[src/rtl/sonic_ranger_pkg.sv]
// Shared types and constants for the ultrasonic ranger: result width,
// the "no object" sentinel, the µs-per-cm divisor and the FSM state set.
package sonic_ranger_pkg;

  localparam int DIST_W = 20;
  localparam logic [DIST_W-1:0] DIST_NONE = 20'hFFFFF;
  // Highest real reading; one below the sentinel so a long echo never looks like "no object".
  localparam logic [DIST_W-1:0] CM_SAT = 20'hFFFFE;
  localparam int CM_PER_US_DIV = 58;

  typedef enum logic [2:0] {
    IDLE,
    TRIG,
    WAIT_RISE,
    MEASURE,
    HOLD
  } ranger_state_e;

endpackage

[src/rtl/sonic_ranger_tick.sv]
// Free-running microsecond strobe: one-cycle tick every US_DIV clocks,
// restartable so the trigger pulse can be timed from a known phase.
module us_tick_gen #(
  parameter int US_DIV = 25
) (
  input  logic pclk,
  input  logic rst,
  input  logic clr,
  output logic tick
);

  localparam int CW = (US_DIV > 1) ? $clog2(US_DIV) : 1;
  localparam logic [CW-1:0] LAST = CW'(US_DIV - 1);

  logic [CW-1:0] cnt_q, cnt_d;

  always_comb begin
    tick = (cnt_q == LAST);
    if (clr || tick) cnt_d = '0;
    else             cnt_d = cnt_q + 1'b1;
  end

  always_ff @(posedge pclk or posedge rst) begin
    if (rst) cnt_q <= '0;
    else     cnt_q <= cnt_d;
  end

endmodule

[src/rtl/sonic_ranger.sv]
// HC-SR04 style ranger: periodic trigger, echo width measurement in µs,
// conversion to cm and a sentinel result when the echo never completes.
module sonic_ranger
  import sonic_ranger_pkg::*;
#(
  parameter int CLK_FREQ_HZ = 25_000_000,
  parameter int TRIG_US     = 10,
  parameter int PERIOD_US   = 60_000,
  parameter int TIMEOUT_US  = 30_000
) (
  input  logic              pclk,
  input  logic              rst,
  input  logic              enable,
  input  logic              echo,
  output logic              trig,
  output logic [DIST_W-1:0] distance,
  output logic              valid,
  output logic              timeout
);

  localparam int US_DIV = CLK_FREQ_HZ / 1_000_000;
  localparam int PW = $clog2(PERIOD_US + 1);
  localparam int TW = $clog2(TIMEOUT_US + 1);
  localparam logic [PW-1:0] PERIOD_LIM = PW'(PERIOD_US);
  localparam logic [PW-1:0] TRIG_LIM   = PW'(TRIG_US);
  localparam logic [TW-1:0] TMO_LIM    = TW'(TIMEOUT_US);
  localparam logic [5:0]    SUB_LAST   = 6'(CM_PER_US_DIV - 1);

  ranger_state_e     state_q, state_d;
  logic [1:0]        echo_sync_q, echo_sync_d;
  logic              echo_prev_q, echo_prev_d;
  logic              trig_q, trig_d;
  logic              valid_q, valid_d;
  logic              timeout_q, timeout_d;
  logic [DIST_W-1:0] distance_q, distance_d;
  logic [DIST_W-1:0] cm_acc_q, cm_acc_d;
  logic [5:0]        sub58_q, sub58_d;
  logic [PW-1:0]     period_q, period_d, period_inc;
  logic [TW-1:0]     tmo_q, tmo_d, tmo_inc;
  logic              us_tick, tick_clr, echo_rise, echo_fall;

  us_tick_gen #(.US_DIV(US_DIV)) u_tick (
    .pclk (pclk),
    .rst  (rst),
    .clr  (tick_clr),
    .tick (us_tick)
  );

  // Next-state and datapath; exits compare against the incremented count
  // so the trigger width and period land exactly on the µs boundary.
  always_comb begin
    echo_sync_d = {echo_sync_q[0], echo};
    echo_prev_d = echo_sync_q[1];
    echo_rise   = echo_sync_q[1] & ~echo_prev_q;
    echo_fall   = ~echo_sync_q[1] & echo_prev_q;

    period_inc = (us_tick && period_q != PERIOD_LIM) ? period_q + 1'b1 : period_q;
    tmo_inc    = (us_tick && tmo_q != TMO_LIM) ? tmo_q + 1'b1 : tmo_q;

    state_d    = state_q;
    valid_d    = 1'b0;
    timeout_d  = timeout_q;
    distance_d = distance_q;
    cm_acc_d   = cm_acc_q;
    sub58_d    = sub58_q;
    period_d   = period_inc;
    tmo_d      = tmo_q;
    tick_clr   = 1'b0;

    unique case (state_q)
      IDLE: begin
        period_d = '0;
        if (enable) state_d = TRIG;
      end
      TRIG: begin
        if (period_inc >= TRIG_LIM) begin
          state_d = WAIT_RISE;
          tmo_d   = '0;
        end
      end
      WAIT_RISE: begin
        tmo_d = tmo_inc;
        if (tmo_q >= TMO_LIM) begin
          distance_d = DIST_NONE;
          timeout_d  = 1'b1;
          valid_d    = 1'b1;
          state_d    = HOLD;
        end else if (echo_rise) begin
          cm_acc_d = '0;
          sub58_d  = '0;
          state_d  = MEASURE;
        end
      end
      MEASURE: begin
        tmo_d = tmo_inc;
        if (us_tick) begin
          if (sub58_q == SUB_LAST) begin
            sub58_d = '0;
            if (cm_acc_q != CM_SAT) cm_acc_d = cm_acc_q + 1'b1;
          end else begin
            sub58_d = sub58_q + 1'b1;
          end
        end
        if (tmo_q >= TMO_LIM) begin
          distance_d = DIST_NONE;
          timeout_d  = 1'b1;
          valid_d    = 1'b1;
          state_d    = HOLD;
        end else if (echo_fall) begin
          distance_d = cm_acc_d;
          timeout_d  = 1'b0;
          valid_d    = 1'b1;
          state_d    = HOLD;
        end
      end
      HOLD: begin
        if (period_inc >= PERIOD_LIM) state_d = enable ? TRIG : IDLE;
      end
      default: state_d = IDLE;
    endcase

    if (state_d == TRIG && state_q != TRIG) begin
      period_d = '0;
      tick_clr = 1'b1;
    end
    trig_d = (state_d == TRIG);
  end

  always_ff @(posedge pclk or posedge rst) begin
    if (rst) begin
      state_q     <= IDLE;
      echo_sync_q <= '0;
      echo_prev_q <= 1'b0;
      trig_q      <= 1'b0;
      valid_q     <= 1'b0;
      timeout_q   <= 1'b0;
      distance_q  <= DIST_NONE;
      cm_acc_q    <= '0;
      sub58_q     <= '0;
      period_q    <= '0;
      tmo_q       <= '0;
    end else begin
      state_q     <= state_d;
      echo_sync_q <= echo_sync_d;
      echo_prev_q <= echo_prev_d;
      trig_q      <= trig_d;
      valid_q     <= valid_d;
      timeout_q   <= timeout_d;
      distance_q  <= distance_d;
      cm_acc_q    <= cm_acc_d;
      sub58_q     <= sub58_d;
      period_q    <= period_d;
      tmo_q       <= tmo_d;
    end
  end

  assign trig     = trig_q;
  assign valid    = valid_q;
  assign timeout  = timeout_q;
  assign distance = distance_q;

endmodule

[config.mk]
export PLATFORM = sky130hd
export DESIGN_NAME = sonic_ranger
export DESIGN_NICKNAME = d
export VERILOG_FILES = /design/src/rtl/sonic_ranger_pkg.sv /design/src/rtl/sonic_ranger_tick.sv /design/src/rtl/sonic_ranger.sv
export SDC_FILE = /design/constraint.sdc
export NUM_CORES = 1
export LEC_CHECK = 0
export CAP_MARGIN = 10
export CELL_PAD_IN_SITES_DETAIL_PLACEMENT = 1
export CELL_PAD_IN_SITES_GLOBAL_PLACEMENT = 2
export CORE_ASPECT_RATIO = 1.4
export CORE_MARGIN = 3
export CORE_UTILIZATION = 30
export CTS_BUF_LIST = sky130_fd_sc_hd__clkbuf_16
export DETAILED_ROUTE_END_ITERATION = 8
export PLACE_DENSITY_LB_ADDON = 0.3
export SLEW_MARGIN = 10
export SYNTH_ARGS = -nofsm -noshare
export SYNTH_HDL_FRONTEND = slang
export SYNTH_SLANG_ARGS = --single-unit
[constraint.sdc]
create_clock -name pclk -period 3.64 [get_ports pclk]
set_clock_uncertainty 0.2 [all_clocks]
set_input_delay 0.91 -clock pclk [delete_from_list [all_inputs] [get_ports pclk]]
set_output_delay 0.91 -clock pclk [all_outputs]
set_load 0.02 [all_outputs]
## Word-level counts from Yosys, hierarchy flattened

Index checks and enable logic that the tools add are counted.

| word-level totals | value |
|---|---|
| bits in writable memories | 0 |
| input port bits | 4 |
| bits in read-only memories | 0 |
| memories kept | 0 |
| bits in registers | 91 |
| latch bits | 0 |

| cells by class | value |
|---|---|
| add/subtract/negate cells | 5 |
| shifts and indexed selects | 0 |
| reductions and logical operators | 12 |
| $mul | 0 |
| equality and inequality tests | 18 |
| mux-type cells | 40 |
| magnitude comparators | 3 |
| div/mod/pow operators | 0 |
| bitwise logic cells | 4 |

Operators by type and width:

| operator | count |
|---|---|
| 2-to-1 mux 20 bit | 8 |
| case mux 20 bit (2 select lines) | 2 |
| 2-to-1 mux 16 bit | 3 |
| 2-to-1 mux 15 bit | 2 |
| case mux 15 bit (2 select lines) | 1 |
| 2-to-1 mux 6 bit | 4 |
| 2-to-1 mux 3 bit | 7 |
| adder 20 x 1 -> 20 bit (second input constant) | 1 |
| != test 20 bit (second input constant) | 1 |
| adder 16 x 1 -> 16 bit (second input constant) | 1 |
| greater-or-equal comparator 16 bit (second input constant) | 1 |
| greater-or-equal comparator 16 x 4 -> 1 bit (second input constant) | 1 |
| != test 16 bit (second input constant) | 1 |
| adder 15 x 1 -> 15 bit (second input constant) | 1 |
| greater-or-equal comparator 15 bit (second input constant) | 1 |
| != test 15 bit (second input constant) | 1 |
| case mux 3 bit (5 select lines) | 1 |
| case mux 6 bit (2 select lines) | 1 |
| != test 2 bit (second input constant) | 5 |
| AND reduction 3 bit | 3 |
| 2-to-1 mux 1 bit | 8 |
| adder 6 x 1 -> 6 bit (second input constant) | 1 |
| equality test 3 x 1 -> 1 bit (second input constant) | 2 |
| equality test 3 x 2 -> 1 bit (second input constant) | 2 |
| other kinds (17) | 23 |

## Logic depth before layout (Yosys ltp)

Gate-level depths: netlist (run 1).

| logic depth | value |
|---|---|
| depth in word-level cells | 11 |
| mapped depth | 12 |
| mapped depth without buffers | 10 |

## Hierarchy

From an unflattened synthesis (run 1), not the netlist that was laid out.

| second synthesis, totals | value |
|---|---|
| cell total of the unflattened synthesis | 546 |
| area, all modules | 5,175.0 um2 |

By module, submodules not included:

| module | cells each | sequential area each (um2) | times used | area each (um2) |
|---|---|---|---|---|
| sonic_ranger | 522 | 2,177.1 | 1 | 4,875.9 |
| us_tick_gen | 24 | 125.1 | 1 | 299.0 |

## Least setup slack after synthesis (run 1)

Ideal clock, no wire load.

| path | value |
|---|---|
| kind | register -> register |
| start point | register period_q[0] |
| end point | register u_tick.cnt_q[2] |
| path buffers | 2 |
| path slack | 0.780 ns |
| cell stages (with the launch flop) | 12 |
| library setup time | 0.123 ns |
| arrival | 2.536 ns |
| data required time | 3.317 ns |
| path through | dfrtp_1 > ha_1 > buf_2 > and4_1 > and3_4 > a2111oi_2 > o2111ai_1 > a2111o_1 > buf_6 > o21a_4 > a21oi_4 > nor3_1 |

| on the way | value |
|---|---|
| word-level cells in the longest chain between the ends | 11 |

Ends and longest elaborated chain:

| what | RTL line | text |
|---|---|---|
| from (decl) | sonic_ranger.sv:38 | `logic [PW-1:0] period_q, period_d, period_inc;` |
| from (signal assigned) | sonic_ranger.sv:152 | `period_q <= period_d;` |
| parallel branches: the longest is 2 deep, another holds adder 16 x 1 -> 16 bit | -- |  |
| 2-to-1 mux 16 bit * | sonic_ranger.sv:57 | `period_inc = (us_tick && period_q != PERIOD_LIM) ? period_q + 1'b1 : period_q;` |
| greater-or-equal comparator 16 bit / greater-or-equal comparator 16 x 4 -> 1 bit (equally long branches) | sonic_ranger.sv:117, sonic_ranger.sv:76 |  |
| 2-to-1 mux 3 bit, on equally long branches | sonic_ranger.sv:117, sonic_ranger.sv:76 |  |
| case mux 3 bit (5 select lines) * | sonic_ranger.sv:70 | `unique case (state_q)` |
| equality test 3 x 1 -> 1 bit * | sonic_ranger.sv:122 | `if (state_d == TRIG && state_q != TRIG) begin` |
| logical AND 1 bit * | sonic_ranger.sv:122 |  |
| 2-to-1 mux 1 bit * | sonic_ranger.sv:122 |  |
| logical OR 1 bit * | sonic_ranger_tick.sv:19 | `if (clr \|\| tick) cnt_d = '0;` |
| 2-to-1 mux 5 bit * | sonic_ranger_tick.sv:19 |  |
| named net u_tick.cnt_d[2] | sonic_ranger_tick.sv:15 | `logic [CW-1:0] cnt_q, cnt_d;` |
| to (signal assigned) | sonic_ranger_tick.sv:25 | `else cnt_q <= cnt_d;` |
| to (decl) | sonic_ranger_tick.sv:15 |  |

Mark *: on every way through the listed nets, which the timed path passes.
A chain may end at the register's enable or synchronous reset.

## Worst setup path after layout (run 1)

| path | value |
|---|---|
| start point | register u_tick.cnt_q[0] |
| end point | register tmo_q[11] |

| on the way | value |
|---|---|
| word-level cells in the longest chain between the ends | 6 |

Ends and longest elaborated chain:

| what | RTL line | text |
|---|---|---|
| equality test 5 bit * | sonic_ranger_tick.sv:18 | `tick = (cnt_q == LAST);` |
| logical AND 1 bit | sonic_ranger.sv:57 |  |
| 2-to-1 mux 16 bit | sonic_ranger.sv:57 |  |
| greater-or-equal comparator 16 x 4 -> 1 bit | sonic_ranger.sv:76 | `if (period_inc >= TRIG_LIM) begin` |
| != test 2 bit (no line) | -- |  |
| AND reduction 3 bit (no line) * | -- |  |
| to (signal assigned) | sonic_ranger.sv:153 | `tmo_q <= tmo_d;` |
| to (decl) | sonic_ranger.sv:39 | `logic [TW-1:0] tmo_q, tmo_d, tmo_inc;` |

Every way passes the cells marked *; elsewhere a longest branch is shown, timed or not.

==> out/results.tsv, run 1 <==
metric	value	unit
yosysUniqueCellTypes	67	
overflow	0	
finalCritPeriodShare	90.5	%
avgSynthCellArea	8.96	um^2
drive_above_1_share	11.6	%
whs_endpoint	echo_sync_q[1]	
antenna_cells	0	
setup.worst_path.class	reg2reg	
grt_first_pass_wirelength	24500	um
viasPerCell	5.19	
synth_mux_area_share	0.782	%
fin_nets	621	
holdWs	170	ps
ctsRootBufferMaster	clkbuf_16	
cts_resized	0	
first_global_vias	4814	
hp-start	echo_sync_q[0]	
worstMarginPinSlew	703	ps
drv_cap	0	
postRouteAntennaNets	0	
syn_inst	589	
drt_iter0_markers	164	
dieArea	0.0192	mm^2
cts_buffer_depth	2	
whs_path_depth	0	
finalSetupTns	0	ps
hold_class	reg2reg	
routed_wl	14100	um
setup_viol	0	
end_kind	flip-flop	
antenna_found_initial	0	
vias	4384	
r2r_start	u_tick.cnt_q[0]	
start_util	31.0	%
post-route-drc-count	0	
dpl_cell_area	0.00579	mm^2
cp.required	3720	ps
r2r_setup_slack	350	ps
crit_path_max_fanout	12	
synth_edf_count	0	
fin_cells	844	
ys_top_cells_by_area	dfrtp_1 34%, dfstp_2 10%, nor2_1 5.0%, xor2_1 4.0%, nand2_1 3.8%	
rows	56	
maxSlewViolCount	0	
cts_tree	yes	
final_area	0.00616	mm^2
ys_ff_latch	91	
powerDensity	623	mW/mm^2
yosysSeqAreaShare	43.6	%
ys.flop_type	dfrtp_1	
status	finished clean	
synth_top_cell_by_area	dfrtp_1	
place.gp.congestion	0.825	
synth_fa_ha_area_share	2.37	%
firstDrtPassIters	4	
cp_slowest_cell	a2111o_1	
hpwlAfterDp	10300	um
reg2reg_depth	10	
cp-start-kind	flip-flop	
clk_pin_slew	70	ps
hold_buffers	0	
synth_compound_area_share	15.7	%
track_usage	15.7	%
io_pins	27	
worstPathCellList	inv_1, ha_1, and4b_1, a41oi_1, a2111oi_2, o2111ai_1, a2111o_1, nand2_1, o21ai_0, a21oi_2	
cts_made_buffers	9	
coreArea	0.0170	mm^2
yosys_warnings	0	
synthToLayoutAreaGrowth	16.7	%
async_flop_share	100	%
syn-cell-area	0.00528	mm^2
die_x	118	um
dpl.cell_count	828	
cellLeakagePower	0.00247	uW
slowest_delay	480	ps
max_freq	0.304	GHz
numClockSinks	91	
grt_start_max_net_pins	33	
worst_ep_arrival_time	3380	ps
r2r_end	tmo_q[11]	
yosys.area.top_type_share	33.7	%
post_cts_buffers	0	
yosys.area_share.simple	25.5	%
worstSkewPairLatency	350	ps
vdd_drop_max	0.258	mV
syn_nets	603	
synth_xor_area_share	7.30	%
relSlewSlack	52.7	%
portBuffers	26	
grt_setup_unrepaired	no	
h-tree-depth	3	
chipHeight	163	um
period_needed	3290	ps
hold_viol_final	0	
synth_top_family_by_area	simple AND/OR/NAND/NOR gates	
wl_per_cell	16.7	um
critical path: cells and delay by family (launching register included):
kind	cells	cell delay [ps]
DFF	1	420
AOI/OAI and AO/OA	6	1540
adders and majority gates	1	220
buffers and inverters	1	80
and+or+nand+nor	2	740
layout make-up:
| type | count | area [um^2] |
|---|---|---|
| clock buffer | 9 | 225 |
| clock inverter | 7 | 146 |
| fill | 1974 | 10900 |
| inverter | 18 | 68.8 |
| multi-input combinational | 447 | 2740 |
| sequential | 91 | 2300 |
| tap | 232 | 290 |
| timing repair buffer | 40 | 390 |
registers in the layout, summed over array words and instances, names as in the netlist:
signal        count
cm_acc_q         20
period_q         16
valid             1
echo_prev_q       1
state_q           3
timeout           1
u_tick.cnt_q      5
trig              1
sub58_q           6
tmo_q            15
distance         20
echo_sync_q       2
worst max-delay path by stage:
stage | start | to | slack [ps] | depth (start not counted)
after floorplan | rst | cm_acc_q[0] | 200 | 1
after global placement | u_tick.cnt_q[0] | tmo_q[8] | 500 | 10
after detailed placement | u_tick.cnt_q[0] | tmo_q[11] | 340 | 10
after CTS | u_tick.cnt_q[0] | tmo_q[11] | 310 | 10
after global routing | u_tick.cnt_q[0] | tmo_q[8] | 70 | 10
final | u_tick.cnt_q[0] | tmo_q[11] | 350 | 10
metal layers:
layer / vias to the layer above / track usage [%] / wire length [um]
li1: 2121 / - / -
met1: 2209 / 17.7 / 5900
met2: 38 / 29.4 / 7670
met3: 16 / 2.40 / 243
met4: 0 / 6.24 / 285
met5: - / 0 / 0
cell usage after synthesis (all sizes together) (4+ instances only):
master   n
dfstp   20
a31oi    8
o21ai   41
and3    10
dfrtp   71
or2      4
and2     9
xor2    24
or3      7
ha      10
nand2b   6
nor2b    7
nor4     6
nor3    15
a21oi   38
inv     18
nand2   54
buf     15
clkbuf  18
nor2    71
nand4   11
and4     9
nand3   36
xnor2   20
o31ai   13
cells by family (layout without fill, tap and decap cells):
family | after synthesis | after routing
buffers and inverters | 51 | 74
muxes | 4 | 4
DFF | 91 | 91
xor gates and xnor gates | 44 | 44
AOI/OAI and AO/OA | 130 | 130
and+or+nand+nor | 259 | 259
adders and majority gates | 10 | 10
power by group:
group | total [uW] | internal (uW) | switching, uW
combinational | 1230 | 513 | 715
clock | 1180 | 747 | 431
sequential | 1430 | 1270 | 165
cells in the final DEF, fill, tap and decap left out, drive strengths merged, types with 7 or more instances in the layout:
cell type / n
and2: 9
nor2b: 7
dfrtp: 71
o21ai: 41
a31oi: 8
nand2: 54
ha: 10
nand4: 11
a21oi: 38
or3: 7
buf: 14
o31ai: 13
nor3: 15
nor2: 71
and3: 10
and4: 9
clkdlybuf4s50: 26
clkbuf: 9
nand3: 36
xnor2: 20
dfstp: 20
xor2: 24
inv: 19
through the flow:
stage          total power [uW]  setup slack [ps]  util [%]
3_5_place_dp               2700               343      34.0
4_1_cts                    3910               313      36.2
3_3_place_gp               2660               501      34.0
6_report                   3840               345      36.2
5_1_grt                    4100              68.8      36.2
2_1_floorplan              2210               199         -
Note: power is estimated with default switching activity, not from simulation.
==> run 2, diff against run 1 <==
CORE_MARGIN = 2   (was 3)
==> run 2 against run 1 <==
Worst hold slack improved by 20 ps. Clock power fell by 23%. Largest power group unchanged. Die area shrank 2.9%. Combinational power is essentially flat. Power shrank 7.9%. Via count up 0.21%. Register-to-register slack got worse by 40 ps. Sequential share of layout area up 0.69 points. Final cell count grew 0.12%. Routed wire length is 0.23% higher. First-iteration DRC count increased by 28%.
==> out/results.tsv, run 2 (synthesized netlist as in run 1, its figures left out) <==
metric	value	unit	change
rows	57		+1.8%
post-place-ws	286	ps	-57.2 ps
r2r_end	tmo_q[11]		
hold_viol_final	0		unchanged
nFillCells	2030		+2.8%
setup.worst_path.class	reg2reg		
drive_above_1_share	11.2	%	-0.44 points
cts_made_buffers	9		unchanged
io_pins	27		unchanged
reg2reg_depth	9		-1
end_kind	flip-flop		
die_x	116	um	-1.7%
routed_wl	14100	um	+0.23%
firstDrtPassIters	4		unchanged
met1Wirelength	6070	um	+2.8%
start_util	30.5	%	-0.54 points
crit_path_max_fanout	12		unchanged
first_global_vias	4747		-1.4%
hold_buffers	0		unchanged
synthToLayoutAreaGrowth	14.6	%	
antenna_found_initial	0		unchanged
relSlewSlack	46.7	%	-6.1 points
clk_pin_slew	70	ps	about the same
grt_first_pass_wirelength	24200	um	-1.2%
r2r_start	period_q[0]		
drt_iter0_markers	210		+28%
h-tree-depth	3		unchanged
critPathLaunch	period_q[0]		
finalSetupTns	0	ps	unchanged
place.gp.congestion	0.855		+3.6%
multi_input_area	0.00274	mm^2	about the same
vias	4393		+0.21%
coreArea	0.0173	mm^2	+1.8%
wl_per_cell	16.7	um	+0.12%
max_freq	0.300	GHz	-1.1%
r2r_setup_slack	310	ps	-40 ps
whs_path_depth	0		unchanged
dieArea	0.0187	mm^2	-2.9%
antenna_cells	0		unchanged
hpwlAfterDp	10100	um	-1.7%
cts_resized	0		unchanged
postRouteAntennaNets	0		unchanged
numClockSinks	91		unchanged
grt_start_max_net_pins	67		+100%
cp.required	3720	ps	about the same
portBuffers	26		unchanged
status	finished clean		
powerDensity	585	mW/mm^2	-6.2%
setup_slack	310	ps	-35.0 ps
layout_commonest_cell	dfrtp_1		
cp-start-kind	flip-flop		
overflow	0		unchanged
period_needed	3330	ps	+35.0 ps
track_usage	16.3	%	+0.63 points
holdWs	189	ps	+19.6 ps
setup_viol	0		unchanged
worst_ep_arrival_time	3410	ps	+30 ps
viasPerCell	5.20		about the same
grt_setup_unrepaired	no		
worstSkewPairLatency	350	ps	about the same
cts_tree	yes		
wl_met2	7310	um	-4.8%
post_cts_buffers	0		unchanged
hold_class	reg2reg		
drv_cap	0		unchanged
worstMarginPinSlew	795	ps	+92.4 ps
layout_common_cells	71 x dfrtp_1, 70 x nor2_1, 54 x nand2_1		
finalCritPeriodShare	91.5	%	+0.96 points
whs_endpoint	echo_sync_q[1]		
cellLeakagePower	0.00240	uW	-2.7%
met3_length	317	um	+30%
regArea	0.00230	mm^2	unchanged
maxSlewViolCount	0		unchanged
chipHeight	161	um	-1.2%
vdd_drop_max	0.280	mV	+8.5%
ctsRootBufferMaster	clkbuf_16		
hp-start	echo_sync_q[0]		
cts_buffer_depth	2		unchanged
fin_nets	618		-0.48%
post-route-drc-count	0		unchanged
top_layer_used	met4		
-- run 2: cell types whose count changed in the layout (fill, tap and decap cells not counted), sizes merged --
| cell | before | now |
|---|---|---|
| inv | 19 | 20 |
| bufinv | 4 | 0 |
| clkinvlp | 0 | 2 |
| buf | 14 | 11 |
| clkinv | 2 | 3 |
-- run 2: where the power goes --
group / leakage [uW] / internal [uW] / switching, uW
Sequential: 0.00118 / 1270 / 168
Clock: 0.000130 / 467 / 437
Combinational: 0.00110 / 488 / 709
Total: 0.00240 / 2220 / 1310
-- run 2: through the flow --
step                      cell area [um^2]  utilization (%)  power (uW)  cells
after floorplan                       5280                -        2210    589
after global placement                5770             33.3        2640    829
after detailed placement              5770             33.3        2670    829
after CTS                             6050             34.9        3610    845
after global routing                  6050             34.9        3780    845
final                                 6050             34.9        3540    845
-- run 2: metal layers --
layer,vias to the layer above,track usage (%)
met5,-,0
met4,0,7.14
met3,27,2.75
met2,58,28.4
met1,2195,19.4
li1,2113,-
-- run 2: layout make-up --
| cell class | instances | area share, % |
|---|---|---|
| Clock inverter | 7 | 0.827 |
| Tap cell | 236 | 4.88 |
| Sequential cell | 91 | 38.1 |
| Multi-Input combinational cell | 447 | 45.3 |
| Inverter | 18 | 1.14 |
| Clock buffer | 9 | 3.72 |
| Timing Repair Buffer | 37 | 6.08 |
-- run 2: critical path: stages (launching register included) --
cell       delay (ps)
dfrtp_1           440
ha_1              370
and3_1            310
a41oi_1           200
a2111oi_2         340
o2111ai_1         220
a2111o_1          490
nand2_1           340
o21ai_0           190
a21oi_2           140
-- run 2: worst max path at each step --
stage / endpoint / cells after the start / slack (ps)
finish: tmo_q[11] / 9 / 310
global route: period_q[4] / 10 / 40
CTS: period_q[4] / 10 / 280
detailed placement: period_q[4] / 10 / 290
global placement: tmo_q[7] / 7 / 380
floorplan: cm_acc_q[0] / 1 / 200
